### config.mk
export PLATFORM = sky130hd
export DESIGN_NAME = uart_rx
export DESIGN_NICKNAME = d
export VERILOG_FILES = /design/src/rtl/uart_pkg.sv /design/src/rtl/uart_rx_fifo.sv /design/src/rtl/uart_rx.sv
export SDC_FILE = /design/constraint.sdc
export NUM_CORES = 1
export LEC_CHECK = 0
export ABC_AREA = 1
export CAP_MARGIN = 5
export CORE_ASPECT_RATIO = 1.5
export CORE_MARGIN = 2
export CORE_UTILIZATION = 60
export CTS_CLUSTER_SIZE = 10
export DETAILED_ROUTE_END_ITERATION = 8
export PLACE_DENSITY_LB_ADDON = 0.25
export SETUP_SLACK_MARGIN = 0.15
export SYNTH_ARGS = -nofsm -noshare
export SYNTH_HDL_FRONTEND = slang
export SYNTH_SLANG_ARGS = --single-unit
### constraint.sdc
create_clock -name clk -period 3.8 [get_ports clk]
set_clock_uncertainty 0.05 [all_clocks]
set_input_delay 0.76 -clock clk [delete_from_list [all_inputs] [get_ports clk]]
set_output_delay 0.76 -clock clk [all_outputs]
set_load 0.005 [all_outputs]
### src/rtl/uart_pkg.sv
`default_nettype none
// +----------------------------------------------------------------------+
// | Package  : uart_pkg                                                  |
// | Purpose  : Definitions shared by the UART receiver and transmitter:  |
// |            receiver FSM state type, data width and default bit rate. |
// | Revision : 1.0 - initial release                                     |
// +----------------------------------------------------------------------+
package uart_pkg;

  localparam int UART_DATA_BITS    = 8;
  localparam int UART_DEFAULT_RATE = 434;  // 115200 baud at 50 MHz

  typedef enum logic [1:0] {
    ST_IDLE  = 2'd0,
    ST_START = 2'd1,
    ST_DATA  = 2'd2,
    ST_STOP  = 2'd3
  } uart_rx_state_t;

endpackage
`default_nettype wire

### src/rtl/uart_rx_fifo.sv
`default_nettype none
// +----------------------------------------------------------------------+
// | Module   : uart_rx_fifo                                              |
// | Purpose  : First-word-fall-through FIFO for received bytes.          |
// | Ports    : clk, rst_n      - clock, async active-low reset           |
// |            push, din       - write request and data                  |
// |            pop             - read request (ignored when empty)       |
// |            dout            - storage at the read pointer             |
// |            count           - occupancy                               |
// |            empty, full     - status                                  |
// | Revision : 1.0 - initial release                                     |
// +----------------------------------------------------------------------+
module uart_rx_fifo #(
  parameter int DEPTH = 4,
  parameter int WIDTH = 8
) (
  input  logic                       clk,
  input  logic                       rst_n,
  input  logic                       push,
  input  logic [WIDTH-1:0]           din,
  input  logic                       pop,
  output logic [WIDTH-1:0]           dout,
  output logic [$clog2(DEPTH):0]     count,
  output logic                       empty,
  output logic                       full
);

  localparam int AW = $clog2(DEPTH);

  logic [WIDTH-1:0] mem [DEPTH];
  logic [AW:0]      wptr;
  logic [AW:0]      rptr;
  logic             do_push;
  logic             do_pop;

  assign empty = (wptr == rptr);
  // Extra pointer MSB separates full from empty when the indices match.
  assign full  = (wptr[AW] != rptr[AW]) && (wptr[AW-1:0] == rptr[AW-1:0]);
  assign count = wptr - rptr;
  assign dout  = mem[rptr[AW-1:0]];

  // A push into a full FIFO is legal when the head leaves in the same cycle.
  assign do_push = push && (!full || pop);
  assign do_pop  = pop && !empty;

  always_ff @(posedge clk or negedge rst_n) begin
    if (!rst_n) begin
      wptr <= '0;
      rptr <= '0;
      for (int i = 0; i < DEPTH; i++) begin
        mem[i] <= '0;
      end
    end else begin
      if (do_push) begin
        mem[wptr[AW-1:0]] <= din;
        wptr              <= wptr + 1'b1;
      end
      if (do_pop) begin
        rptr <= rptr + 1'b1;
      end
    end
  end

endmodule
`default_nettype wire

### src/rtl/uart_rx.sv
`default_nettype none
// +----------------------------------------------------------------------+
// | Module   : uart_rx                                                   |
// | Purpose  : 8N1 UART receiver with mid-bit sampling and a receive     |
// |            FIFO exposing head byte, occupancy and sticky errors.     |
// | Ports    : clk, rst_n      - clock, async active-low reset           |
// |            rx              - serial input (asynchronous, idles high) |
// |            rd              - pop FIFO head                           |
// |            clr_err         - clear frame_err / overrun               |
// |            data_out        - FIFO head byte (valid when data_av)     |
// |            data_av         - FIFO not empty                          |
// |            count           - FIFO occupancy                          |
// |            frame_err       - sticky: stop bit sampled low            |
// |            overrun         - sticky: byte dropped, FIFO full         |
// | Revision : 1.0 - initial release                                     |
// +----------------------------------------------------------------------+
module uart_rx
  import uart_pkg::*;
#(
  parameter int RATE_FREQ_BAUD = UART_DEFAULT_RATE,
  parameter int FIFO_DEPTH     = 4
) (
  input  logic                          clk,
  input  logic                          rst_n,
  input  logic                          rx,
  input  logic                          rd,
  input  logic                          clr_err,
  output logic [UART_DATA_BITS-1:0]     data_out,
  output logic                          data_av,
  output logic [$clog2(FIFO_DEPTH):0]   count,
  output logic                          frame_err,
  output logic                          overrun
);

  localparam int CW   = $clog2(RATE_FREQ_BAUD);
  localparam int BW   = $clog2(UART_DATA_BITS);
  localparam int HALF = RATE_FREQ_BAUD / 2;

  localparam logic [CW-1:0] HALF_LAST = CW'(HALF - 1);
  localparam logic [CW-1:0] BIT_LAST  = CW'(RATE_FREQ_BAUD - 1);
  localparam logic [BW-1:0] DATA_LAST = BW'(UART_DATA_BITS - 1);

  uart_rx_state_t state, state_next;

  logic                      sync1, sync2, prev;
  logic                      fall;
  logic [CW-1:0]             cyc, cyc_next;
  logic [BW-1:0]             bit_cnt, bit_next;
  logic [UART_DATA_BITS-1:0] shreg, shreg_next;
  logic                      push_set, fe_set, ovr_set;
  logic                      push_q, fe_q, ovr_q;
  logic                      fifo_full, fifo_empty;

  // Two-stage synchronizer plus one stage of history for edge detection.
  // Resetting to 1 (idle level) avoids a false start edge after reset.
  always_ff @(posedge clk or negedge rst_n) begin
    if (!rst_n) begin
      sync1 <= 1'b1;
      sync2 <= 1'b1;
      prev  <= 1'b1;
    end else begin
      sync1 <= rx;
      sync2 <= sync1;
      prev  <= sync2;
    end
  end

  assign fall = prev && !sync2;

  always_ff @(posedge clk or negedge rst_n) begin
    if (!rst_n) begin
      state   <= ST_IDLE;
      cyc     <= '0;
      bit_cnt <= '0;
      shreg   <= '0;
      push_q  <= 1'b0;
      fe_q    <= 1'b0;
      ovr_q   <= 1'b0;
    end else begin
      state   <= state_next;
      cyc     <= cyc_next;
      bit_cnt <= bit_next;
      shreg   <= shreg_next;
      push_q  <= push_set;
      fe_q    <= fe_set;
      ovr_q   <= ovr_set;
    end
  end

  always_comb begin
    state_next = state;
    cyc_next   = cyc + 1'b1;
    bit_next   = bit_cnt;
    shreg_next = shreg;
    push_set   = 1'b0;
    fe_set     = 1'b0;
    ovr_set    = 1'b0;
    case (state)
      ST_IDLE: begin
        cyc_next = '0;
        if (fall) begin
          state_next = ST_START;
        end
      end
      ST_START: begin
        if (cyc == HALF_LAST) begin
          cyc_next   = '0;
          bit_next   = '0;
          // A high line at mid-start is a glitch, silently ignored.
          state_next = sync2 ? ST_IDLE : ST_DATA;
        end
      end
      ST_DATA: begin
        if (cyc == BIT_LAST) begin
          cyc_next   = '0;
          shreg_next = {sync2, shreg[UART_DATA_BITS-1:1]};
          bit_next   = bit_cnt + 1'b1;
          if (bit_cnt == DATA_LAST) begin
            state_next = ST_STOP;
          end
        end
      end
      ST_STOP: begin
        if (cyc == BIT_LAST) begin
          cyc_next   = '0;
          state_next = ST_IDLE;
          if (!sync2) begin
            fe_set = 1'b1;
          end else if (!fifo_full || rd) begin
            push_set = 1'b1;
          end else begin
            ovr_set = 1'b1;
          end
        end
      end
      default: state_next = ST_IDLE;
    endcase
  end

  // Set has priority over clear.
  always_ff @(posedge clk or negedge rst_n) begin
    if (!rst_n) begin
      frame_err <= 1'b0;
      overrun   <= 1'b0;
    end else begin
      if (fe_q)         frame_err <= 1'b1;
      else if (clr_err) frame_err <= 1'b0;
      if (ovr_q)        overrun   <= 1'b1;
      else if (clr_err) overrun   <= 1'b0;
    end
  end

  // shreg is stable until the next frame's first data sample, so it can
  // feed the FIFO directly during the registered push cycle.
  uart_rx_fifo #(
    .DEPTH (FIFO_DEPTH),
    .WIDTH (UART_DATA_BITS)
  ) u_fifo (
    .clk   (clk),
    .rst_n (rst_n),
    .push  (push_q),
    .din   (shreg),
    .pop   (rd),
    .dout  (data_out),
    .count (count),
    .empty (fifo_empty),
    .full  (fifo_full)
  );

  assign data_av = !fifo_empty;

endmodule
`default_nettype wire

# Word level (Yosys, flattened, before mapping)
# Cells that the tools add are included.
dict set report op_classes {
  n_addsub 5
  n_lt_le_gt_ge 3
  n_eq_ne 14
  mux 33
  n_bitwise 2
  n_reduce_logical 17
}
# operator n
set op_table {}
lappend op_table {{bitwise mux 32 bit} 1}
lappend op_table {{one-hot mux 9 bit (3 select lines)} 1}
lappend op_table {{two-way mux 8 bit} 3}
lappend op_table {{two-way mux 9 bit} 2}
lappend op_table {{binary-select mux 8 bit (select 2 bit)} 1}
lappend op_table {{demux 8 bit (select 2 bit)} 1}
lappend op_table {{two-way mux 1 bit} 14}
lappend op_table {{two-way mux 2 bit} 6}
lappend op_table {{!= test 2 bit, second input constant} 5}
lappend op_table {{adder 3 x 1 -> 3 bit, second input constant} 3}
lappend op_table {{adder 9 x 1 -> 9 bit, second input constant} 1}
lappend op_table {{equality test 9 x 8 -> 1 bit, second input constant} 1}
lappend op_table {{equality test 9 bit, second input constant} 1}
lappend op_table {{one-hot mux 2 bit (4 select lines)} 1}
lappend op_table {{greater-or-equal comparator 3 bit, second input constant} 2}
lappend op_table {{two-way mux 3 bit} 2}
lappend op_table {{NOT 2 -> 3 bit} 2}
lappend op_table {{one-hot mux 3 bit (2 select lines)} 1}
lappend op_table {{nonzero test 2 bit} 3}
lappend op_table {{logical AND 1 bit} 5}
lappend op_table {{AND reduction 5 bit} 1}
lappend op_table {{equality test 2 bit, second input constant} 2}
lappend op_table {{equality test 3 bit} 1}
lappend op_table {{equality test 3 bit, second input constant} 1}
lappend op_table {{11 further kinds} 13}
dict set report word_totals {
  regBits 68
  inputBits 5
  word_cells 92
}

# Logic depth before layout (Yosys ltp)
# Gate-level depths: netlist (run 1).
dict set report logic_depth {
  word_depth 8
  ltp_mapped 11
  mapped_depth_nobuf 10
}

# Hierarchy
# Synthesis (run 1) repeated with hierarchy kept, for this count alone.
dict set report unflattened {
  hier_cells 392
  area_unflattened_um2 3444.6
}
# mod instances cells_each area_each_um2 seq_area_each_um2
set by_module_without_submodules {}
lappend by_module_without_submodules {uart_rx_fifo 1 242 2057.0 950.9}
lappend by_module_without_submodules {uart_rx 1 150 1387.6 754.5}

# Worst setup path after synthesis (run 1)
# OpenSTA, ideal clock, no wires.
dict set report synth_timing {
  path_kind {reg-to-output}
  from {register u_fifo.rptr[0]}
  to {output port count[2]}
  t_arrival_ns 1.269
  t_required_ns 2.990
  path_slack_ns 1.721
  stages_incl_launch_ff 4
  n_path_buf 0
  cell_sequence {dfrtp_1 > ha_1 > fa_1 > xor2_1}
}
dict set report synth_via {
  elab_chain_len 1
}
# element line_no
set synth_rtl {}
lappend synth_rtl {{start, declared} uart_rx_fifo.sv:32} ;# logic [AW:0] rptr;
lappend synth_rtl {{start signal, assigned} uart_rx_fifo.sv:59} ;# rptr <= rptr + 1'b1;
lappend synth_rtl {{subtractor 3 bit} uart_rx_fifo.sv:39} ;# assign count = wptr - rptr;
lappend synth_rtl {{end, declared} uart_rx.sv:30} ;# output logic [$clog2(FIFO_DEPTH):0] count,
# Every way passes these cells.

# Worst setup path in the final report (run 1)
dict set report layout_timing {
  from {register u_fifo.rptr[0]}
  to {output port data_out[6]}
}
dict set report layout_via {
  elab_chain_len 4
}
# element line_no
set layout_rtl {}
lappend layout_rtl {{NOT 2 -> 3 bit (implied by the code)} uart_rx_fifo.sv:40} ;# assign dout = mem[rptr[AW-1:0]];
lappend layout_rtl {{binary-select mux 8 bit (select 2 bit)} uart_rx_fifo.sv:40}
lappend layout_rtl {{two-way mux 8 bit (implied by the code) (2 in series)} uart_rx_fifo.sv:40}
lappend layout_rtl {{end, declared} uart_rx.sv:28} ;# output logic [UART_DATA_BITS-1:0] data_out,
# Every way passes these cells. The select of a mux whose other input is x is not followed.

==> flow_summary.ini, run 1 <==
[status]
status = finished clean

[setup_path]
critPathTopFamily = buffers and inverters
start_kind = flop
cp_slowest_cell = dfrtp_1
worstPathRequired_ns = 2.99
worstPathBufferInverterCount = 2
cp_cell_sequence = inv_1 -> o21ai_0 -> o22ai_1 -> clkdlybuf4s50_1
cp.arrival_ns = 2.35
end_kind = output pin
max_stage_delay_ns = 0.57
cp_max_fo = 19
critPathKind = reg -> out

[global_routing]
grt_overflow_total = 0
grt_pass1_vias = 2701
grt_use_total = 0.254
grt_pass1_wl_um = 11600
grt_start_max_net_pins = 36
antenna_found_initial = 0

[yosys]
synth-adder-area-share = 0.0523
synth_top_family_by_area = simple AND/OR/NAND/NOR gates
syn_inst = 371
synth_seq_cells = 68
ys_types = 28
yosys_warnings = 0
synth_nets = 389
yosysSeqAreaShare = 0.524
muxShareOfSynthArea = 0
synth-simple-area-share = 0.216
netlist_area_sq_mm = 0.00326
synth_xor_area_frac = 0.0188
synth-compound-area-share = 0.124
syn_avg_cell_area_sq_um = 8.78

[timing]
slew_viol_final = 0
tns_ns = 0
finalHoldViolations = 0
setup_viol = 0
post-route-period-util = 0.832
worst_slew_pin_slew_ns = 0.627
max_slew_margin = 0.580
rsz0062_at_grt = no
min_period_ns = 3.16
max_freq_mhz = 316
worst_slack_ns = 0.639

[drt]
drcViolationCount = 0
postRouteAntennaNets = 0
wl_per_cell_um = 14.5
via_count = 2544
wl_um = 6720
drt_iter0_markers = 188
viasPerCell = 5.47
first_pass_iters = 5

[clocking]
clockBufferDepth = 2
cts_sinks = 68
clk_pin_slew_ns = 0.07
insertion_delay_ns = 0.34
cts_resized = 0
cts_made_buffers = 9
holdBufCountCts = 0
post_cts_buffers = 0
cts.htree.levels = 3
root_buffer = clkbuf_8
cts_tree = built

[place]
dp_hpwl_um = 4840
dp_slack_ns = 1.03
portBuffers = 18
gp_congestion = 0.920

[die]
dieArea_sq_mm = 0.00604
start_util = 0.625
rows = 32
ioPinCount = 19
core-area_sq_mm = 0.00520
die_width_um = 64.1
die_y_um = 94.2

[power]
p_per_area_mw_per_mm2 = 561
vdd_drop_max_mv = 0.395
power_leakage_nw = 1.81

[layout]
fill_cells = 433
drive_gt1_frac = 0.0907
layout_commonest_cell = nand2_1
antenna_cells = 0
syn2layout_area_growth_pct = 11.6
finalNetCount = 410
layout_common_cells = 99 x nand2_1, 65 x dfrtp_1, 38 x nor2_1, 38 x o21ai_0, 32 x inv_1

[job]
cap_violations = 0

[min_path]
worstHoldPathType = in -> async
per-layer routing:
metal,wire [um],GRT usage,part of all wire,up-vias
li1,-,-,-,1241
met1,2580,0.268,0.38,1213
met2,3680,0.470,0.55,71
met4,167,0.133,0.025,0
met5,0,0,0,-
met3,295,0.0504,0.044,19
worst register-to-register path, delay by kind of cell, from the launching register on:
kind                       cells  cell delay, ns
and+or+nand+nor                6            1.12
DFF                            1            0.56
adders and majority gates      1            0.39
buffers and inverters          1            0.34
AOI/OAI and AO/OA              1            0.13
worst paths after layout:
path | from | to | depth (start not counted) | slack, ns
setup / recovery | u_fifo.rptr[0] | data_out[6] | 4 | 0.64
max in group asynchronous | rst_n | cyc[6] | 2 | 2.67
hold reg to reg | sync1 | sync2 | 0 | 0.31
hold / removal | rst_n | u_fifo.mem[8] | 1 | 0.26
setup reg to reg | u_fifo.rptr[1] | u_fifo.mem[26] | 9 | 1.09
min in group clk | sync1 | sync2 | 0 | 0.31
final cells by class:
| cell class | instances | area (sq um) | share of cell area |
|---|---|---|---|
| Timing Repair Buffer | 20 | 190 | 0.0523 |
| Clock inverter | 5 | 52.6 | 0.0145 |
| Sequential cell | 68 | 1710 | 0.469 |
| Tap cell | 68 | 85.1 | 0.0234 |
| Clock buffer | 11 | 131 | 0.0362 |
| Inverter | 35 | 131 | 0.0362 |
| Multi-Input combinational cell | 258 | 1340 | 0.368 |
registers in the layout, summed over array words and instances, names as in the netlist, named ones only:
signal / count
bit_cnt: 3
sync2: 1
frame_err: 1
fe_q: 1
push_q: 1
ovr_q: 1
shreg: 8
cyc: 9
overrun: 1
state: 1
prev: 1
u_fifo.mem: 32
u_fifo.rptr: 3
u_fifo.wptr: 3
sync1: 1
where the power goes:
| group | leakage (nW) | internal (mW) | switching [mW] |
|---|---|---|---|
| registers | 0.927 | 0.764 | 0.0688 |
| logic | 0.786 | 0.299 | 0.338 |
| clock network | 0.0931 | 0.300 | 0.269 |
| total | 1.81 | 1.36 | 0.676 |
cell families after synthesis:
kind of cell / after synthesis
AND/OR/NAND/NOR: 169
AO/OA/AOI/OAI: 69
flip-flops: 68
buffers and inverters: 45
adder cells (fa/ha/maj): 13
XOR/XNOR: 7
synth_stat cells, drive strengths merged:
| cell | count | area [sq um] |
|---|---|---|
| dfstp | 3 | 78.8 |
| nand3 | 13 | 65.1 |
| xor2 | 6 | 52.6 |
| o21bai | 3 | 22.5 |
| dfrtp | 65 | 1630 |
| ha | 12 | 150 |
| nand2 | 106 | 420 |
| clkinv | 1 | 3.75 |
| xnor2 | 1 | 8.76 |
| buf | 9 | 77.6 |
| fa | 1 | 20.0 |
| nor3 | 5 | 25.0 |
| o21a | 9 | 67.6 |
| nor2 | 40 | 160 |
| o21ai | 43 | 234 |
| o22ai | 8 | 50.1 |
| inv | 34 | 128 |
| nand4 | 5 | 31.3 |
| a21oi | 6 | 30.0 |
| clkbuf | 1 | 3.75 |
stage by stage:
stage                util  total power, mW  area, sq um  hold WS [ns]  std cells
global placement    0.663             1.46         3450         0.296        449
finish              0.698             2.04         3630         0.263        465
global route        0.698             2.15         3630         0.277        465
detailed placement  0.663             1.48         3450         0.298        449
floorplan               -             1.19         3260         0.295        371
CTS                 0.698             2.05         3630         0.258        465
Note: power is estimated with default switching activity, not from simulation.
==> run 2: changes to the inputs <==
--- a/config.mk
+++ b/config.mk
@@ -9,7 +9,7 @@
 export CAP_MARGIN = 5
 export CORE_ASPECT_RATIO = 1.5
 export CORE_MARGIN = 2
-export CORE_UTILIZATION = 60
+export CORE_UTILIZATION = 59
 export CTS_CLUSTER_SIZE = 10
 export DETAILED_ROUTE_END_ITERATION = 8
 export PLACE_DENSITY_LB_ADDON = 0.25
==> constraint.sdc (replaced) <==
create_clock -name clk -period 2.95 [get_ports clk]
set_clock_uncertainty 0.05 [all_clocks]
set_input_delay 0.59 -clock clk [delete_from_list [all_inputs] [get_ports clk]]
set_output_delay 0.59 -clock clk [all_outputs]
set_load 0.005 [all_outputs]
==> run 2 against run 1 <==
  * Register-to-register slack got worse by 0.32 ns
  * Combinational power is 36% higher
  * Global-route usage down 1.1 points
==> flow_summary.ini, run 2 (same netlist as run 1, synthesis figures left out) <==
[status]
status = finished clean

[layout]
syn2layout_area_growth_pct = 14.3
antenna_cells = 0
fill_cells = 443
regMostFlops = u_fifo.mem
layout_common_cells = 99 x nand2_1, 64 x dfrtp_1, 38 x nor2_1, 38 x o21ai_0, 31 x inv_1
finalNetCount = 416
drive_gt1_frac = 0.112
layout_commonest_cell = nand2_1
stdcell_count = 473
largest_register_ff_count = 32
top_regs = u_fifo.mem x32, cyc x9, shreg x8

[power]
p_per_area_mw_per_mm2 = 727
p_total_mw = 2.70
vdd_drop_max_mv = 0.463
power_leakage_nw = 1.84

[global_routing]
grt_start_max_net_pins = 69
grt_pass1_vias = 2498
grt_overflow_total = 0
antenna_found_initial = 0
grt_pass1_wl_um = 11100
grt_use_total = 0.243

[die]
start_util = 0.602
die_width_um = 64.7
die_y_um = 95.0
ioPinCount = 19
core-area_sq_mm = 0.00541
dieArea_sq_mm = 0.00614
rows = 33

[drt]
drcViolationCount = 0
via_count = 2494
drt_iter0_markers = 236
wl_um = 6490
first_pass_iters = 4
wl_per_cell_um = 13.7
postRouteAntennaNets = 0
viasPerCell = 5.27

[timing]
max_slew_margin = 0.701
rsz0062_at_grt = no
setup_viol = 0
max_freq_mhz = 370
holdWs_ns = 0.186
slew_viol_final = 0
tns_ns = 0
worst_slew_pin_slew_ns = 0.446
min_period_ns = 2.70
post-route-period-util = 0.916
finalHoldViolations = 0
worst_slack_ns = 0.247

[setup_path]
reg2reg_depth = 10
r2r-end = u_fifo.mem[18]
start_kind = flop
cp.arrival_ns = 2.06
end_kind = output pin
worstPathRequired_ns = 2.31
r2r_slack_ns = 0.77
cp_max_fo = 4
reg2reg_from = u_fifo.rptr[1]
critPathKind = reg -> out
cp-endpoint = count[1]
critical_path.startpoint = u_fifo.wptr[0]

[clocking]
clk_pin_slew_ns = 0.07
cts_sinks = 68
cts.htree.levels = 3
insertion_delay_ns = 0.35
cts_made_buffers = 9
cts_tree = built
clockBufferDepth = 2
root_buffer = clkbuf_8

[job]
cap_violations = 0

[place]
gp_congestion = 0.905
dp_hpwl_um = 4530
portBuffers = 18
dp_cells = 456
dp_slack_ns = 0.516

[min_path]
worstHoldPathType = in -> async
[run 2: cell types whose count changed in the layout (fill, tap and decap cells not counted), sizes merged]
cell,change
buf,+6
clkdlybuf4s50,-1
clkinv,-2
clkinvlp,+3
dlymetal6s2s,+1
inv,-1
[run 2: worst min path at each step]
stage | from | endpoint | slack (ns) | depth (start not counted)
floorplan | rst_n | async pin | 0.24 | 0
global placement | sync1 | sync2 | 0.30 | 0
detailed placement | sync1 | sync2 | 0.30 | 0
CTS | rst_n | u_fifo.mem[13] | 0.21 | 2
global route | rst_n | u_fifo.wptr[2] | 0.23 | 2
finish | rst_n | u_fifo.rptr[2] | 0.19 | 2
[run 2: area by class of cell]
type | count | area [sq um] | share of cell area
clock buffer | 11 | 141 | 0.0380
clock inverter | 5 | 61.3 | 0.0165
inverter | 35 | 135 | 0.0363
multi-input combinational | 258 | 1340 | 0.360
sequential | 68 | 1710 | 0.459
tap | 70 | 87.6 | 0.0235
timing repair buffer | 26 | 250 | 0.0673
[run 2: report_power, final]
part           leakage [nW]  total, mW  internal (mW)  switching, mW
logic                 0.825      0.866          0.404          0.462
registers             0.926       1.06          0.986         0.0701
clock network        0.0918      0.780          0.415          0.366
[run 2: what timing repair did]
action / CTS / global route
gates cloned: 0 / 0
pin swaps: 0 / 0
gates resized for setup: 0 / 3
buffers inserted: 1 / 0
hold buffers: 0 / 0
hold endpoints to repair: 0 / 0
endpoints found under the setup margin: 1 / 3
[run 2: critical path: stages, from the launching register on]
cell	delay [ns]
dfrtp_1	0.36
inv_1	0.10
ha_1	0.22
fa_1	0.48
inv_1	0.07
clkdlybuf4s50_1	0.49
[run 2: stage by stage]
step                utilization  area (sq um)
floorplan                     -          3260
global placement          0.647          3500
detailed placement        0.647          3500
CTS                       0.686          3710
global route              0.688          3720
finish                    0.688          3720
[run 2: layer usage]
layer | share of wire | wire length (um) | track usage
met5 | 0 | 0 | 0
met4 | 0.028 | 179 | 0.138
met3 | 0.025 | 160 | 0.0369
met2 | 0.55 | 3560 | 0.455
met1 | 0.40 | 2590 | 0.255
==> edit, RTL diff (flow settings as in run 2) <==
Reset style: synchronous (`rst_n`), changed in 4 clocked blocks. Comments in the files are not updated.
--- a/src/rtl/uart_rx_fifo.sv
+++ b/src/rtl/uart_rx_fifo.sv
@@ -43,7 +43,7 @@
   assign do_push = push && (!full || pop);
   assign do_pop  = pop && !empty;
 
-  always_ff @(posedge clk or negedge rst_n) begin
+  always_ff @(posedge clk) begin
     if (!rst_n) begin
       wptr <= '0;
       rptr <= '0;
--- a/src/rtl/uart_rx.sv
+++ b/src/rtl/uart_rx.sv
@@ -53,7 +53,7 @@
 
   // Two-stage synchronizer plus one stage of history for edge detection.
   // Resetting to 1 (idle level) avoids a false start edge after reset.
-  always_ff @(posedge clk or negedge rst_n) begin
+  always_ff @(posedge clk) begin
     if (!rst_n) begin
       sync1 <= 1'b1;
       sync2 <= 1'b1;
@@ -67,7 +67,7 @@
 
   assign fall = prev && !sync2;
 
-  always_ff @(posedge clk or negedge rst_n) begin
+  always_ff @(posedge clk) begin
     if (!rst_n) begin
       state   <= ST_IDLE;
       cyc     <= '0;
@@ -138,7 +138,7 @@
   end
 
   // Set has priority over clear.
-  always_ff @(posedge clk or negedge rst_n) begin
+  always_ff @(posedge clk) begin
     if (!rst_n) begin
       frame_err <= 1'b0;
       overrun   <= 1'b0;
Behaviour: no difference found for any inputs over 10 cycles, from zero or initial values and one cycle with rst_n low; that may be too few to reach the edited logic, so the function may still have changed.
==> edit against run 2 <==
Cell area is 5.2% lower. Wire length is 13% lower. Synthesized area is 5.3% lower. Sequential share of layout area is 3.0 points higher. Maximum frequency is 0.70% higher. Worst setup slack better by 19 ps. Synthesized cell count is 10% lower. Global-route usage is 2.0 points lower. Sequential cell count is 2 higher. Critical endpoint is now count[2].
Power is not compared: it rests on default switching activity, and its combinational part moved more than twofold at a synthesized area within 25%.
==> edit: results (changes against run 2) <==
[logic_synthesis]
synthFlopType = dfxtp_1
yosys-top-cells-count = nor2_1 (64), dfxtp_1 (38), nand2_1 (37)
ys_top_cells_by_area = edfxtp_1 (31%), dfxtp_1 (25%), nor2_1 (7.8%)
synth_edf_count = 32  ; +32
yosysMostFrequentCell = nor2_1
ys_types = 37  ; +32%
synthesis.nets = 348  ; -11%

[global_routing]
grt_pass1_vias = 2215  ; -11%
grt_start_max_net_pins = 17  ; -75%
grt_pass1_wl_mm = 9.80  ; -12%

[setup_path]
reg2reg_depth = 9  ; -1
r2r-end = u_fifo.mem[1][6]$_SDFFCE_PN0P_

[finish]
fin_nets = 374  ; -10%
clock_area_share_pct = 5.46  ; +0.014 points
multi_input_cells = 220  ; -15%
buf_share_pct = 5.96  ; -0.77 points
drive_gt1_share_pct = 13.7  ; +2.6 points
nFillCells = 425  ; -4.1%

[hold_path]
hold_path_class = reg -> reg

[clocking]
postCtsSetupRepairBufs = 0  ; -1

[placed_design]
dpl.hpwl_mm = 4.31  ; -4.9%
gp_congestion = 0.849  ; -6.1%

[drt]
wl_mm = 5.63  ; -13%
vias_per_cell = 5.12  ; -2.8%

[timing]
worstMarginPinSlew_ps = 402  ; -44.3 ps

[outcome]
status = finished, final reports clean

edit: kinds of logic after synthesis:
kind of cell,Yosys count,synth area share (%)
and+or+nand+nor,144,22.0
DFF,70,55.9
AOI/OAI and AO/OA,61,10.6
buffers and inverters,43,5.81
adders and majority gates,10,4.30
xor gates and xnor gates,5,1.42
edit: critical path, stage by stage (launching register included):
cell and delay, ps:
dfxtp_1 450, inv_1 150, fa_1 430, xor2_1 160, clkdlybuf4s50_1 520
edit: worst max-delay path by stage:
stage | slack (ps) | end | cells after the start | startpoint
floorplan | 800 | u_fifo.mem[3][0]$_DFFE_PP_ | 7 | u_fifo.wptr[0]$_SDFFE_PN0P_
global placement | 520 | u_fifo.mem[1][4]$_SDFFCE_PN0P_ | 5 | rst_n
detailed placement | 430 | u_fifo.mem[1][4]$_SDFFCE_PN0P_ | 5 | rst_n
CTS | 220 | count[2] | 5 | u_fifo.wptr[0]$_SDFFE_PN0P_
global route | 160 | count[2] | 4 | u_fifo.wptr[1]$_SDFFE_PN0P_
finish | 270 | count[2] | 4 | u_fifo.wptr[1]$_SDFFE_PN0P_
edit: report_power, final:
part	leakage, nW	switching [mW]	internal [mW]
sequential	0.611	0.0142	1.04
clock	0.0964	0.334	0.411
combinational	0.588	0.0769	0.0883
edit: per-stage QoR:
stage	hold slack (ps)	cells	power, mW	setup WS, ps	instance area (µm²)
5_1_grt	401	432	2.04	157	3530
6_report	380	432	1.97	266	3530
3_3_place_gp	359	416	1.24	523	3330
4_1_cts	386	432	1.99	218	3530
2_1_floorplan	343	333	1.15	802	3080
3_5_place_dp	374	416	1.24	433	3330
edit: metal layers:
metal  GRT usage [%]  vias up  part of all wire, %
met3            5.22       18                  2.8
met5               0        -                    0
met2            40.6       36                   56
met1            22.6     1007                   38
li1                -     1152                    -
met4            13.9        0                  3.7
